==> src/rtl/prog_load_pkg.sv <==
// Shared types and constants for the UART program loader.
//   state_e       : loader sequencer states
//   ERR_*         : err_code values reported on load_err / load_done
//   SYNC_BYTE_DEF : default frame start marker
package prog_load_pkg;

    typedef enum logic [1:0] {
        IDLE = 2'd0,
        LEN  = 2'd1,
        DATA = 2'd2,
        CSUM = 2'd3
    } state_e;

    localparam logic [1:0] ERR_NONE = 2'd0;
    localparam logic [1:0] ERR_CSUM = 2'd1;
    localparam logic [1:0] ERR_LEN  = 2'd2;
    localparam logic [1:0] ERR_TMO  = 2'd3;

    localparam logic [7:0] SYNC_BYTE_DEF = 8'hA5;

endpackage

==> src/rtl/load_timeout_ctr.sv <==
// Loadable down-counter that measures idle time between received bytes.
//   clk, rst_n : clock, async active-low reset
//   load       : reload the counter with TIMEOUT_CYC (wins over en)
//   en         : decrement by one, saturating at zero
//   expired    : registered flag, high while the count is zero
module load_timeout_ctr #(
    parameter int unsigned TIMEOUT_CYC = 100000
) (
    input  logic clk,
    input  logic rst_n,
    input  logic load,
    input  logic en,
    output logic expired
);

    localparam int unsigned CNT_W = $clog2(TIMEOUT_CYC + 1);

    logic [CNT_W-1:0] cnt_q;
    logic [CNT_W-1:0] cnt_d;

    // Next count: reload, saturating decrement or hold.
    always_comb begin
        cnt_d = cnt_q;
        if (load) begin
            cnt_d = CNT_W'(TIMEOUT_CYC);
        end else if (en && (cnt_q != '0)) begin
            cnt_d = cnt_q - CNT_W'(1);
        end
    end

    // expired tracks cnt==0 as a register so the flag is glitch-free.
    always_ff @(posedge clk or negedge rst_n) begin
        if (!rst_n) begin
            cnt_q   <= '0;
            expired <= 1'b0;
        end else begin
            cnt_q   <= cnt_d;
            expired <= (cnt_d == '0);
        end
    end

endmodule

==> src/rtl/prog_load_ctrl.sv <==
// UART boot-loader sequencer: parses SYNC, LEN, LEN payload bytes, CSUM and
// writes the payload into the program-memory slot latched at SYNC time,
// holding the core in reset for the duration of the load.
//   clk, rst_n         : clock, async active-low reset
//   rx_valid, rx_data  : one-cycle byte strobe from the UART receiver
//   slot_sel           : program slot to load, sampled on SYNC
//   mem_we/addr/wdata  : registered program-memory write port, addr = {slot, offset}
//   cpu_hold           : 1 while a frame is being loaded
//   load_done/load_err : one-cycle result pulses
//   err_code           : sticky result of the last frame (ERR_*)
module prog_load_ctrl
    import prog_load_pkg::*;
#(
    parameter int unsigned SLOT_W      = 2,
    parameter int unsigned OFFS_W      = 6,
    parameter logic [7:0]  SYNC_BYTE   = SYNC_BYTE_DEF,
    parameter int unsigned TIMEOUT_CYC = 100000
) (
    input  logic                     clk,
    input  logic                     rst_n,
    input  logic                     rx_valid,
    input  logic [7:0]               rx_data,
    input  logic [SLOT_W-1:0]        slot_sel,
    output logic                     mem_we,
    output logic [SLOT_W+OFFS_W-1:0] mem_addr,
    output logic [7:0]               mem_wdata,
    output logic                     cpu_hold,
    output logic                     load_done,
    output logic                     load_err,
    output logic [1:0]               err_code
);

    localparam int unsigned ADDR_W  = SLOT_W + OFFS_W;
    localparam int unsigned LEN_W   = OFFS_W + 1;
    localparam int unsigned LEN_MAX = 2 ** OFFS_W;

    state_e              state_q,   state_d;
    logic [SLOT_W-1:0]   slot_q,    slot_d;
    logic [OFFS_W-1:0]   offs_q,    offs_d;
    logic [LEN_W-1:0]    rem_q,     rem_d;
    logic [7:0]          csum_q,    csum_d;
    logic                mem_we_d;
    logic [ADDR_W-1:0]   mem_addr_d;
    logic [7:0]          mem_wdata_d;
    logic                cpu_hold_d;
    logic                load_done_d;
    logic                load_err_d;
    logic [1:0]          err_code_d;

    logic                tmr_load_c;
    logic                tmr_en_c;
    logic                tmr_expired;
    logic                tmo_c;

    // Timer is held loaded in IDLE and reloaded on every byte inside a frame.
    assign tmr_load_c = (state_q == IDLE) || rx_valid;
    assign tmr_en_c   = (state_q != IDLE);
    // A byte arriving on the expiry cycle takes priority over the timeout.
    assign tmo_c      = (state_q != IDLE) && !rx_valid && tmr_expired;

    load_timeout_ctr #(
        .TIMEOUT_CYC (TIMEOUT_CYC)
    ) u_tmo (
        .clk     (clk),
        .rst_n   (rst_n),
        .load    (tmr_load_c),
        .en      (tmr_en_c),
        .expired (tmr_expired)
    );

    // Next-state and registered-output logic.
    always_comb begin
        state_d     = state_q;
        slot_d      = slot_q;
        offs_d      = offs_q;
        rem_d       = rem_q;
        csum_d      = csum_q;
        mem_we_d    = 1'b0;
        mem_addr_d  = mem_addr;
        mem_wdata_d = mem_wdata;
        cpu_hold_d  = cpu_hold;
        load_done_d = 1'b0;
        load_err_d  = 1'b0;
        err_code_d  = err_code;

        if (tmo_c) begin
            state_d    = IDLE;
            cpu_hold_d = 1'b0;
            load_err_d = 1'b1;
            err_code_d = ERR_TMO;
        end else begin
            unique case (state_q)
                IDLE: begin
                    if (rx_valid && (rx_data == SYNC_BYTE)) begin
                        state_d    = LEN;
                        slot_d     = slot_sel;
                        offs_d     = '0;
                        csum_d     = 8'h00;
                        cpu_hold_d = 1'b1;
                    end
                end

                LEN: begin
                    if (rx_valid) begin
                        if (rx_data == 8'h00) begin
                            state_d = CSUM;
                            csum_d  = 8'h00;
                        end else if (32'(rx_data) <= LEN_MAX) begin
                            state_d = DATA;
                            rem_d   = LEN_W'(rx_data);
                            offs_d  = '0;
                            csum_d  = rx_data;
                        end else begin
                            state_d    = IDLE;
                            cpu_hold_d = 1'b0;
                            load_err_d = 1'b1;
                            err_code_d = ERR_LEN;
                        end
                    end
                end

                DATA: begin
                    if (rx_valid) begin
                        mem_we_d    = 1'b1;
                        mem_addr_d  = {slot_q, offs_q};
                        mem_wdata_d = rx_data;
                        csum_d      = csum_q + rx_data;
                        offs_d      = offs_q + OFFS_W'(1);
                        rem_d       = rem_q - LEN_W'(1);
                        // rem counts bytes still owed, so offs stays below len.
                        if (rem_q == LEN_W'(1)) begin
                            state_d = CSUM;
                        end
                    end
                end

                CSUM: begin
                    if (rx_valid) begin
                        state_d    = IDLE;
                        cpu_hold_d = 1'b0;
                        if (rx_data == csum_q) begin
                            load_done_d = 1'b1;
                            err_code_d  = ERR_NONE;
                        end else begin
                            load_err_d = 1'b1;
                            err_code_d = ERR_CSUM;
                        end
                    end
                end

                default: state_d = IDLE;
            endcase
        end
    end

    // State and output registers.
    always_ff @(posedge clk or negedge rst_n) begin
        if (!rst_n) begin
            state_q   <= IDLE;
            slot_q    <= '0;
            offs_q    <= '0;
            rem_q     <= '0;
            csum_q    <= 8'h00;
            mem_we    <= 1'b0;
            mem_addr  <= '0;
            mem_wdata <= 8'h00;
            cpu_hold  <= 1'b0;
            load_done <= 1'b0;
            load_err  <= 1'b0;
            err_code  <= ERR_NONE;
        end else begin
            state_q   <= state_d;
            slot_q    <= slot_d;
            offs_q    <= offs_d;
            rem_q     <= rem_d;
            csum_q    <= csum_d;
            mem_we    <= mem_we_d;
            mem_addr  <= mem_addr_d;
            mem_wdata <= mem_wdata_d;
            cpu_hold  <= cpu_hold_d;
            load_done <= load_done_d;
            load_err  <= load_err_d;
            err_code  <= err_code_d;
        end
    end

endmodule

==> config.mk <==
export PLATFORM = sky130hd
export DESIGN_NAME = prog_load_ctrl
export DESIGN_NICKNAME = d
export VERILOG_FILES = /design/src/rtl/prog_load_pkg.sv /design/src/rtl/load_timeout_ctr.sv /design/src/rtl/prog_load_ctrl.sv
export SDC_FILE = /design/constraint.sdc
export NUM_CORES = 1
export LEC_CHECK = 0
export CAP_MARGIN = 25
export CORE_MARGIN = 2
export CORE_UTILIZATION = 35
export DETAILED_ROUTE_END_ITERATION = 8
export SYNTH_ARGS = -nofsm -noshare
export SYNTH_HDL_FRONTEND = slang
export SYNTH_SLANG_ARGS = --single-unit
==> constraint.sdc <==
create_clock -name clk -period 7.75 [get_ports clk]
set_clock_uncertainty 0.1 [all_clocks]
set_input_delay 0.775 -clock clk [delete_from_list [all_inputs] [get_ports clk]]
set_output_delay 0.775 -clock clk [all_outputs]
set_load 0.005 [all_outputs]
; After elaboration in Yosys (flattened, before gate mapping)
; Index checks and enable logic that the tools add are counted.
[totals]
ff_bits = 65
input_bits = 13
wordCells = 118
[classes]
n_addsub = 4
magnitude_cmp = 1
n_eq_ne = 19
mux = 56
bitwise = 1
n_reduce_logical = 23
[op_table]
columns = op, count
row1 = $mux W8, 5
row2 = $mux W17, 2
row3 = $mux W6, 5
row4 = $mux W7, 4
row5 = $mux W2, 13
row6 = $pmux W8 S3, 1
row7 = $ne A3 B3 Y1 const B, 7
row8 = $mux W1, 20
row9 = $pmux W6 S3, 1
row10 = $reduce_and A6 Y1, 3
row11 = $logic_not A17 Y1, 1
row12 = $reduce_bool A17 Y1, 1
row13 = $sub A17 B1 Y17 const B, 1
row14 = $pmux W7 S2, 1
row15 = $reduce_and A5 Y1, 2
row16 = $add A8 B8 Y8, 1
row17 = $eq A8 B8 Y1, 1
row18 = $eq A8 B8 Y1 const B, 1
row19 = $le A8 B7 Y1 const B, 1
row20 = $logic_not A8 Y1, 1
row21 = $ne A2 B2 Y1 const B, 4
row22 = $pmux W2 S4, 1
row23 = $eq A7 B1 Y1 const B, 1
row24 = $reduce_and A7 Y1, 1
row25 = other kinds (18), 25

; Depth between registers and ports, before layout
; Gate-level depths: netlist (run 1).
[depth]
word_depth = 6
ltp_mapped = 10
mapped_depth_nobuf = 8

; Modules after synthesis
; Synthesis (run 1) repeated with hierarchy kept, for this count alone.
[unflattened]
cells_unflattened = 411
hier_area_um2 = 3896.2
[by_module_without_submodules]
columns = mod, n_inst, cells_each, area_per_inst_um2, seq_area_each_um2
row1 = prog_load_ctrl, 1, 296, 2765.2, 1176.1
row2 = load_timeout_ctr, 1, 115, 1131.1, 450.4

; Least setup slack after synthesis (run 1)
; OpenSTA, ideal clock, no wires.
[synth_path]
kind = in2reg
startpoint = input port rx_data[7]
endpoint = register offs_q[4]
setup_time_ns = 0.069
t_arrival_ns = 2.687
required_time_ns = 7.581
setup_slack_ns = 4.894
cell_stages = 7
path_buffers = 1
path_cell_list = buf_2 > or4_4 > o32ai_4 > a21oi_2 > or3b_1 > or4b_1 > nand3_1
[synth_via]
elab_chain_len = 4
word_cells_on_any_way = 8
cone_classes = order compare: 1 / eq/ne: 4 / reduce/logical: 3
[synth_rtl]
columns = element, line
row1 = from (decl), prog_load_ctrl.sv:22  ; input logic [7:0] rx_data,
row2 = branches (longest 3 deep; another with $le A8 B7 Y1), n/a
row3 = $reduce_and A7 Y1 (no line) (*), n/a
row4 = to (signal assigned), prog_load_ctrl.sv:174  ; offs_q <= offs_d;
row5 = to (decl), prog_load_ctrl.sv:39  ; logic [OFFS_W-1:0] offs_q, offs_d;
; Every way passes the cells marked *.
; A chain may end at the register's enable or synchronous reset.

; Final worst setup path (run 1)
[layout_path]
startpoint = input port rx_data[4]
endpoint = register offs_q[5]
; The elaborated chain is that of the path after synthesis.

==> reports/results.ini, run 1 <==
[status]
status=finished, final reports clean

[floorplan]
num_rows=37
die_height_um=108
initial_core_util_pct=36.2
core_area_um2=10400
num_io_pins=35
die_w_um=108
dieArea_um2=11600

[cts]
clk_latency_ps=340
ctsHoldBuffers=0
clockRootBuffer=clkbuf_8
postCtsSetupBuffers=0
clock_path_buffers=2
tritoncts=done
htreeDepth=3
ctsResizeCount=0
cts_buffers=9
cts_sinks=65
clkTransAtPathRegs_ps=80

[critical_path]
cp_max_fo=12
cp_data_required_time_ps=7930
r2r_cells=8
path_class=in -> reg
critPathArrivalTime_ps=3650
worst_setup_path_end_kind=register
start_kind=primary input

[yosys]
synth_area_um2=3750
yosysWarningCount=0
async_flop_share_pct=100
synth_edf_count=0
syn_inst=395
synth_ff_type=dfrtp_1
ys_types=58
yosysSeqAreaShare_pct=43.3
synth_nets=425
synth.ff_latch_count=65
syn_area_per_cell_um2=9.50

[grt]
grt_usage_pct=16.5
grt_start_max_net_pins=66
antenna_found_initial=0
grt_overflow=0
grt_pass1_wl_um=15100
grt_pass1_vias=2975

[detailed_routing]
wl_um=9040
drt_first_pass_iters=4
routed-via-count=3096
drtIter0Drc=168
vias_per_cell=5.46
wl_per_cell_um=16.0
route.detailed.drc=0
routed.top_layer=met4
wl_met3_um=297
postRouteAntennaNets=0
routed-wl-met2_um=4400
wl_met1_um=4240

[hold_path]
hp-class=reg -> reg
holdPathStages=2

[placement]
portBuffers=34
place_hpwl_um=6440
gp_congestion=0.852
postPlaceCellArea_um2=4210
pre_cts_ws_ps=3980

[layout]
layout-drive-gt1-share_pct=11.4
design_area_um2=4420
fin_nets=456
utilization_pct=42.6
diodes=0
area_delta_synth_final_pct=17.8

[timing]
postLayoutSetupSlackWorst_ps=4280
slew_violations=0
period_share_pct=44.8
finalSetupTns_ps=0
grt_setup_unrepaired=no
period_minus_slack_ps=3470
fmax_ghz=0.288
final_hold_viol_count=0
max_slew_margin_pct=45.1
holdWs_ps=391
setup_viol=0
worstMarginPinSlew_ps=823

[power_and_ir_drop]
power_density_nw_per_um2=335
p_leak_nw=1.82
netSwitchingFraction_pct=40.8
switchingPower_uw=604
p_seq_share_pct=34.7
combPwrFrac_pct=44.5
clockPowerShare_pct=20.7
p_int_uw=876
ir_worst_vdd_mv=0.113

[run]
max-cap-violations=0

[worst max-delay path: stages]
cell and delay, ps:
clkdlybuf4s50_1 600, or4_1 560, o31ai_1 320, nand3_1 150, or3b_1 570, or4b_1 560, nand3_1 100
[synthesized netlist by cell type, types with 3 or more instances]
cell type | n | area (µm²)
ha_1 | 16 | 200
a211oi_1 | 3 | 22.5
nand4_1 | 5 | 31.3
o22ai_1 | 4 | 25.0
xor2_1 | 6 | 52.6
nand2_1 | 40 | 150
nor2b_1 | 3 | 18.8
and2_1 | 3 | 18.8
nand3_1 | 21 | 105
or4_1 | 4 | 30.0
a22oi_1 | 7 | 52.6
dfrtp_1 | 65 | 1630
clkbuf_1 | 15 | 56.3
nor4_1 | 9 | 56.3
nor3b_1 | 4 | 30.0
o211ai_1 | 3 | 22.5
nand2b_1 | 3 | 18.8
and3_1 | 4 | 25.0
mux2_2 | 18 | 203
or2_2 | 5 | 31.3
or3_1 | 6 | 37.5
xnor2_1 | 7 | 61.3
o31ai_1 | 8 | 60.1
a21oi_1 | 9 | 45.0
nor3_1 | 13 | 65.1
nor2_1 | 29 | 109
a31oi_1 | 4 | 25.0
inv_1 | 18 | 67.6
o21ai_0 | 22 | 110
[worst paths after layout]
check                                       startpoint                       end  slack (ps)
worst max-delay path                        rx_data[4]     offs_q[5]$_DFFE_PN0P_        4280
worst min-delay path             csum_q[3]$_DFFE_PN0P_     csum_q[3]$_DFFE_PN0P_         390
worst max register to register  state_q[0]$_DFFE_PN0P_     offs_q[5]$_DFFE_PN0P_        4790
max in group asynchronous                        rst_n  u_tmo.cnt_q[2]$_DFF_PN0_        6500
min in group asynchronous                        rst_n  mem_wdata[0]$_DFFE_PN0P_         490
worst min register to register   csum_q[3]$_DFFE_PN0P_     csum_q[3]$_DFFE_PN0P_         390
[logic make-up after synthesis]
family          after synthesis  share of synthesized area (%)
flops                        65                           43.3
fa+ha+maj                    17                           5.87
mux                          19                           5.67
compound gates               83                           15.8
simple gates                163                           22.7
buf+inv                      35                           3.57
xor+xnor                     13                           3.03
[stage by stage]
| step | power [mW] | cells |
|---|---|---|
| 2_1_floorplan | 0.958 | 395 |
| 3_3_place_gp | 1.16 | 550 |
| 3_5_place_dp | 1.18 | 550 |
| 4_1_cts | 1.49 | 566 |
| 5_1_grt | 1.60 | 567 |
| 6_report | 1.48 | 567 |
[area by class of cell]
type	instances	area [µm²]
Multi-Input combinational cell	295	1990
Inverter	18	67.6
Clock inverter	7	83.8
Fill cell	1057	5950
Tap cell	136	170
Clock buffer	9	124
Sequential cell	65	1630
Timing Repair Buffer	37	358
[layer usage]
layer / GRT usage, % / vias up
met4: 5.49 / 0
met1: 22.4 / 1497
met3: 3.57 / 8
met5: 0 / -
li1: - / 1527
met2: 26.3 / 64
[power by group through the flow]
stage / Combinational [mW] / Clock (mW) / Sequential (mW)
after floorplan: 0.460 / 0 / 0.498
after global placement: 0.643 / 0 / 0.521
after detailed placement: 0.656 / 0 / 0.522
after CTS: 0.659 / 0.319 / 0.515
after global routing: 0.736 / 0.336 / 0.529
final: 0.659 / 0.307 / 0.514
[sequential cells by signal (all words and copies together), names as in the netlist]
signal and cells:
u_tmo.cnt_q 17, offs_q 6, mem_we 1, csum_q 8, u_tmo.expired 1, rem_q 7
mem_addr 8, state_q 2, load_done 1, cpu_hold 1, err_code 2, mem_wdata 8
slot_q 2, load_err 1
[cells in the final DEF, fill, tap and decap left out, types with 5 or more instances in the layout]
| master | synthesis | final |
|---|---|---|
| a21oi_1 | 9 | 9 |
| a22oi_1 | 7 | 7 |
| clkbuf_8 | 0 | 9 |
| clkdlybuf4s50_1 | 0 | 33 |
| dfrtp_1 | 65 | 65 |
| ha_1 | 16 | 16 |
| inv_1 | 18 | 18 |
| mux2_2 | 18 | 18 |
| nand2_1 | 40 | 40 |
| nand3_1 | 21 | 21 |
| nand4_1 | 5 | 5 |
| nor2_1 | 29 | 29 |
| nor3_1 | 13 | 13 |
| nor4_1 | 9 | 9 |
| o21ai_0 | 22 | 22 |
| o31ai_1 | 8 | 8 |
| or2_2 | 5 | 5 |
| or3_1 | 6 | 6 |
| xnor2_1 | 7 | 7 |
| xor2_1 | 6 | 6 |
Power figures use the tool's default switching activity.
==> inputs of run 2 (changes only) <==
==> constraint.sdc (replaced) <==
create_clock -name clk -period 2.9 [get_ports clk]
set_clock_uncertainty 0.1 [all_clocks]
set_input_delay 0.29 -clock clk [delete_from_list [all_inputs] [get_ports clk]]
set_output_delay 0.29 -clock clk [all_outputs]
set_load 0.005 [all_outputs]
==> run 2 against run 1 <==
  * Final area increased by 5.8%
  * Sequential cell count unchanged
  * Die area unchanged
  * Combinational power increased to 3.0 times the previous value
  * Clock power increased to 2.9 times the previous value
  * First-iteration DRC count decreased by 23%
  * Critical path depth increased by 1
  * Register-to-register slack got worse by 4700 ps
  * Worst hold slack improved by 3.3 ps
  * Via count increased by 6.5%
  * Wire length increased by 5.5%
  * Sequential share of layout area decreased by 2.0 points
  * Critical path type is now reg -> reg
  * Largest power group unchanged
==> reports/results.ini, run 2 (same netlist as run 1, synthesis figures left out) <==
[cts]
clockRootBuffer=clkbuf_8  ; unchanged
htreeDepth=3  ; unchanged
cts_buffers=9  ; unchanged
clock_path_buffers=2  ; unchanged
tritoncts=done  ; unchanged
clk_latency_ps=360  ; was 340 ps
cts_sinks=65  ; unchanged
clkTransAtPathRegs_ps=70  ; was 80 ps

[power_and_ir_drop]
p_total_mw=4.21  ; was 1.48 mW
p_leak_nw=1.98  ; was 1.82 nW
ir_worst_vdd_mv=0.380  ; was 0.113 mV
power_density_nw_per_um2=900  ; was 335 nW/µm²

[critical_path]
cp_max_fo=5  ; was 12
start_kind=register  ; was primary input
cp_data_required_time_ps=3040  ; was 7930 ps
worst_setup_path_end_kind=register  ; unchanged
critPathArrivalTime_ps=2900  ; was 3650 ps
path_class=reg -> reg  ; was in -> reg

[detailed_routing]
routed-wl-met2_um=4710  ; was 4400 µm
route.detailed.drc=0  ; unchanged
vias_per_cell=5.52  ; was 5.46
routed.top_layer=met4  ; unchanged
routed-via-count=3297  ; was 3096
drtIter0Drc=129  ; was 168
wl_met1_um=4230  ; was 4240 µm
wl_per_cell_um=16.0  ; about the same
drt_first_pass_iters=4  ; unchanged
wl_um=9540  ; was 9040 µm
wl_met3_um=430  ; was 297 µm
postRouteAntennaNets=0  ; unchanged

[layout]
largest_reg_flops=17  ; unchanged
fin_nets=486  ; was 456
multi_input_area_um2=2000  ; was 1990 µm²
final_common_cell=dfrtp_1  ; unchanged
regMostFlops=u_tmo.cnt_q  ; unchanged
area_delta_synth_final_pct=24.7  ; was 17.8%
diodes=0  ; unchanged
regArea_um2=1630  ; unchanged
layout-drive-gt1-share_pct=17.4  ; was 11.4%
layout.cells.most_common_list=dfrtp_1 (65), nand2_1 (40), clkdlybuf4s50_1 (33)  ; unchanged
fill_cells=1000  ; was 1057

[timing]
worstMarginPinSlew_ps=750  ; was 823 ps
finalSetupTns_ps=0  ; unchanged
period_share_pct=95.2
period_minus_slack_ps=2760
max_slew_margin_pct=50.0  ; was 45.1%
holdWs_ps=394  ; was 391 ps
final_hold_viol_count=0  ; unchanged
fmax_ghz=0.362
setup_viol=0  ; unchanged
slew_violations=0  ; unchanged

[floorplan]
core_area_um2=10400  ; unchanged
die_w_um=108  ; unchanged
num_io_pins=35  ; unchanged
dieArea_um2=11600  ; unchanged
num_rows=37  ; unchanged
initial_core_util_pct=36.2  ; unchanged
die_height_um=108  ; unchanged

[placement]
gp_congestion=0.872  ; was 0.852
place_hpwl_um=6890  ; was 6440 µm
portBuffers=34  ; unchanged

[grt]
grt_pass1_wl_um=16100  ; was 15100 µm
grt_usage_pct=17.6  ; was 16.5%
grt_overflow=0  ; unchanged
grt_start_max_net_pins=33  ; was 66
grt_pass1_vias=3316  ; was 2975
antenna_found_initial=0  ; unchanged

[run]
max-cap-violations=0  ; unchanged

[status]
status=finished, final reports clean  ; unchanged

[hold_path]
hp-class=reg -> reg  ; unchanged

## run 2: report_power, final
part	switching, mW	internal (mW)
Sequential	0.209	1.15
Clock	0.398	0.493
Combinational	1.04	0.925
Total	1.64	2.57
## run 2: final cells by class
type                       count  area share, %
clock inverter                 7           2.19
clock buffer                   9           2.65
sequential                    65           34.8
timing repair buffer          67           12.5
tap                          136           3.64
inverter                      18           1.44
multi-input combinational    295           42.8
## run 2: worst paths after layout
path                                   startpoint                       to  slack [ps]  depth (start not counted)
max                        state_q[1]$_DFFE_PN0P_  u_tmo.expired$_DFF_PN0_         140                          8
min                         csum_q[3]$_DFFE_PN0P_    csum_q[3]$_DFFE_PN0P_         390                          2
max reg2reg                state_q[1]$_DFFE_PN0P_  u_tmo.expired$_DFF_PN0_         140                          8
min reg2reg                 csum_q[3]$_DFFE_PN0P_    csum_q[3]$_DFFE_PN0P_         390                          2
max in group asynchronous                   rst_n    csum_q[3]$_DFFE_PN0P_        1490                          3
min in group asynchronous                   rst_n    offs_q[2]$_DFFE_PN0P_         430                          2
## run 2: worst max-delay path, stage by stage (launching register included)
cell and delay [ps]:
dfrtp_1 410, inv_1 80, ha_1 250, or3b_2 510, or3_1 410, nor3_2 220, xnor2_1 170, o2111ai_1 190
nor4_2 300
## run 2: through the flow
stage                     worst slack, ps  cell area (µm²)  instances  util (%)
after floorplan                       272             3750        395         -
final                                 139             4680        597      45.1
after CTS                             108             4670        597      45.0
after global routing                -1.01             4680        597      45.1
after detailed placement            -37.2             4430        580      42.7
after global placement               41.5             4430        580      42.7
## run 2: repair_timing
| item | CTS | global route |
|---|---|---|
| setup buffers | 0 | 0 |
| setup endpoints to repair | 0 | 1 |
| endpoints found under the hold margin | 30 | 0 |
| gates resized for setup | 0 | 2 |
| hold buffers | 1 | 0 |
## run 2: layer usage
metal / track usage [%] / vias up
met5: 0 / -
met4: 5.77 / 0
met3: 4.42 / 17
met2: 29.1 / 68
met1: 22.6 / 1632
li1: - / 1580
==> inputs of run 3 (changes only) <==
--- a/config.mk
+++ b/config.mk
@@ -6,9 +6,12 @@
 export NUM_CORES = 1
 export LEC_CHECK = 0
 export CAP_MARGIN = 25
+export CORE_ASPECT_RATIO = 0.75
 export CORE_MARGIN = 2
 export CORE_UTILIZATION = 35
 export DETAILED_ROUTE_END_ITERATION = 8
+export SKIP_CTS_REPAIR_TIMING = 1
+export SLEW_MARGIN = 10
 export SYNTH_ARGS = -nofsm -noshare
 export SYNTH_HDL_FRONTEND = slang
 export SYNTH_SLANG_ARGS = --single-unit
==> run 3 against run 2 <==
  * Fmax is 2.0% higher
  * First-iteration DRC count is 78% higher
  * Worst hold slack worse by 15 ps
  * Sequential share of layout area is 0.55 points lower
  * Sequential power hardly changed
  * Global-route usage is 0.21 points lower
  * Critical path depth is 2 higher
  * Sequential cell count stayed put
  * Worst setup slack better by 55 ps
==> reports/results.ini, run 3 (same netlist as run 1, synthesis figures left out) <==
[power_and_ir_drop]
power_density_nw_per_um2=945  ; was 900 nW/µm²
ir_worst_vdd_mv=0.376  ; was 0.380 mV
netSwitchingFraction_pct=37.2  ; was 39.0%
switchingPower_mw=1.67  ; was 1.64 mW
p_leak_nw=2.00  ; was 1.98 nW
p_int_mw=2.82  ; was 2.57 mW
clockPowerShare_pct=26.6  ; was 21.1%
combPwrFrac_pct=43.1  ; was 46.6%
p_seq_share_pct=30.3  ; was 32.3%

[layout]
fin_nets=481  ; was 486
fill_cells=962  ; was 1000
area_delta_synth_final_pct=26.7  ; was 24.7%
design_area_um2=4750  ; was 4680 µm²
diodes=0  ; unchanged
largest_reg_flops=17  ; unchanged
final_common_cell=dfrtp_1  ; unchanged
utilization_pct=45.8  ; was 45.1%
layout-drive-gt1-share_pct=16.4  ; was 17.4%
layout.cells.most_common_list=dfrtp_1 (65), nand2_1 (40), clkdlybuf4s50_1 (33)  ; unchanged
final_cells=592  ; was 597
regMostFlops=u_tmo.cnt_q  ; unchanged

[timing]
setup_viol=0  ; unchanged
max_slew_margin_pct=48.8  ; was 50.0%
worstMarginPinSlew_ps=768  ; was 750 ps
slew_violations=0  ; unchanged
period_minus_slack_ps=2710  ; was 2760 ps
final_hold_viol_count=0  ; unchanged
fmax_ghz=0.370  ; was 0.362 GHz
period_share_pct=93.3  ; was 95.2%
postLayoutSetupSlackWorst_ps=194  ; was 139 ps

[critical_path]
start_kind=primary input  ; was register
crit_start=rx_data[0]  ; was state_q[1]$_DFFE_PN0P_
r2r_start=state_q[1]$_DFFE_PN0P_  ; unchanged
r2r_slack_ps=280  ; was 140 ps
cp_data_required_time_ps=3050  ; was 3040 ps
critPathArrivalTime_ps=2850  ; was 2900 ps
path_class=in -> reg  ; was reg -> reg
cp_max_fo=4  ; was 5
worst_setup_path_end_kind=register  ; unchanged

[placement]
gp_congestion=0.827  ; was 0.872
post-place-cells=575  ; was 580
postPlaceCellArea_um2=4410  ; was 4430 µm²
place_hpwl_um=6810  ; was 6890 µm
pre_cts_ws_ps=-141  ; was -37.2 ps
portBuffers=34  ; unchanged

[floorplan]
die_height_um=93.7  ; was 108 µm
core_area_um2=10400  ; unchanged
num_io_pins=35  ; unchanged
num_rows=32  ; was 37
initial_core_util_pct=36.2  ; unchanged
dieArea_um2=11600  ; about the same
die_w_um=124  ; was 108 µm

[cts]
htreeDepth=3  ; unchanged
clkTransAtPathRegs_ps=60  ; was 70 ps
clk_latency_ps=330  ; was 360 ps
clockRootBuffer=clkbuf_16  ; was clkbuf_8
cts_buffers=9  ; unchanged
tritoncts=done  ; unchanged
clock_path_buffers=2  ; unchanged
cts_sinks=65  ; unchanged

[grt]
antenna_found_initial=0  ; unchanged
grt_usage_pct=17.4  ; was 17.6%
grt_pass1_vias=3131  ; was 3316
grt_pass1_wl_um=15700  ; was 16100 µm
grt_overflow=0  ; unchanged
grt_start_max_net_pins=35  ; was 33

[detailed_routing]
route.detailed.drc=0  ; unchanged
wl_per_cell_um=15.7  ; was 16.0 µm
wl_um=9310  ; was 9540 µm
routed-via-count=3227  ; was 3297
postRouteAntennaNets=0  ; unchanged
vias_per_cell=5.45  ; was 5.52
drt_first_pass_iters=4  ; unchanged
drtIter0Drc=230  ; was 129

[hold_path]
hp-class=reg -> reg  ; unchanged
min_from=csum_q[4]$_DFFE_PN0P_  ; was csum_q[3]$_DFFE_PN0P_

[status]
status=finished, final reports clean  ; unchanged

[run]
max-cap-violations=0  ; unchanged

==> run 3: cell types whose count changed in the layout (fill, tap and decap cells not counted) <==
cell / delta
nor4_2: -1
nor3_1: -1
clkbuf_8: -9
nor3_2: +1
buf_12: +1
nor4_1: +1
clkbuf_16: +9
buf_4: -6
==> run 3: critical path, stage by stage <==
cell and delay [ps]:
clkdlybuf4s50_1 480, buf_4 180, ha_1 230, fa_1 410, a21o_1 170, a21oi_1 190
nor2b_1 80, or4_1 460, and3_1 180, o21ai_0 180
==> run 3: power groups by stage <==
stage,sequential [mW],combinational [mW],clock (mW)
global placement,1.36,1.88,0
CTS,1.36,1.93,1.22
floorplan,1.33,1.23,0
finish,1.36,1.94,1.19
detailed placement,1.37,1.92,0
global route,1.40,2.17,1.26
==> run 3: per-stage QoR <==
| step | setup TNS (ps) | total power [mW] | hold WS [ps] |
|---|---|---|---|
| final | 0 | 4.49 | 379 |
| after global routing | -4.51 | 4.83 | 421 |
| after CTS | 0 | 4.51 | -41.3 |
| after detailed placement | -243 | 3.29 | 309 |
| after global placement | -11.0 | 3.24 | 314 |
| after floorplan | 0 | 2.56 | -106 |
==> run 3: final timing paths <==
check	to	depth (start not counted)
worst min-delay path	csum_q[4]$_DFFE_PN0P_	2
worst max register to register	u_tmo.expired$_DFF_PN0_	8
worst min register to register	csum_q[4]$_DFFE_PN0P_	2
min in group asynchronous	csum_q[6]$_DFFE_PN0P_	2
max in group asynchronous	mem_addr[7]$_DFFE_PN0P_	3
worst max-delay path	csum_q[6]$_DFFE_PN0P_	10
==> run 3: final cells by class <==
class                           instances  area (µm²)  share of cell area (%)
Multi-Input combinational cell        295        2000                    42.1
Sequential cell                        65        1630                    34.2
Clock buffer                            9         225                    4.74
Timing Repair Buffer                   62         561                    11.8
Inverter                               18        67.6                    1.42
Tap cell                              136         170                    3.58
Clock inverter                          7         103                    2.16
==> run 3: layer usage <==
layer / up-vias / global-route usage (%) / routed length (µm)
met3: 17 / 4.67 / 435
met4: 0 / 4.64 / 139
met1: 1562 / 25.4 / 4720
met2: 72 / 25.4 / 4020
li1: 1576 / - / -
met5: - / 0 / 0
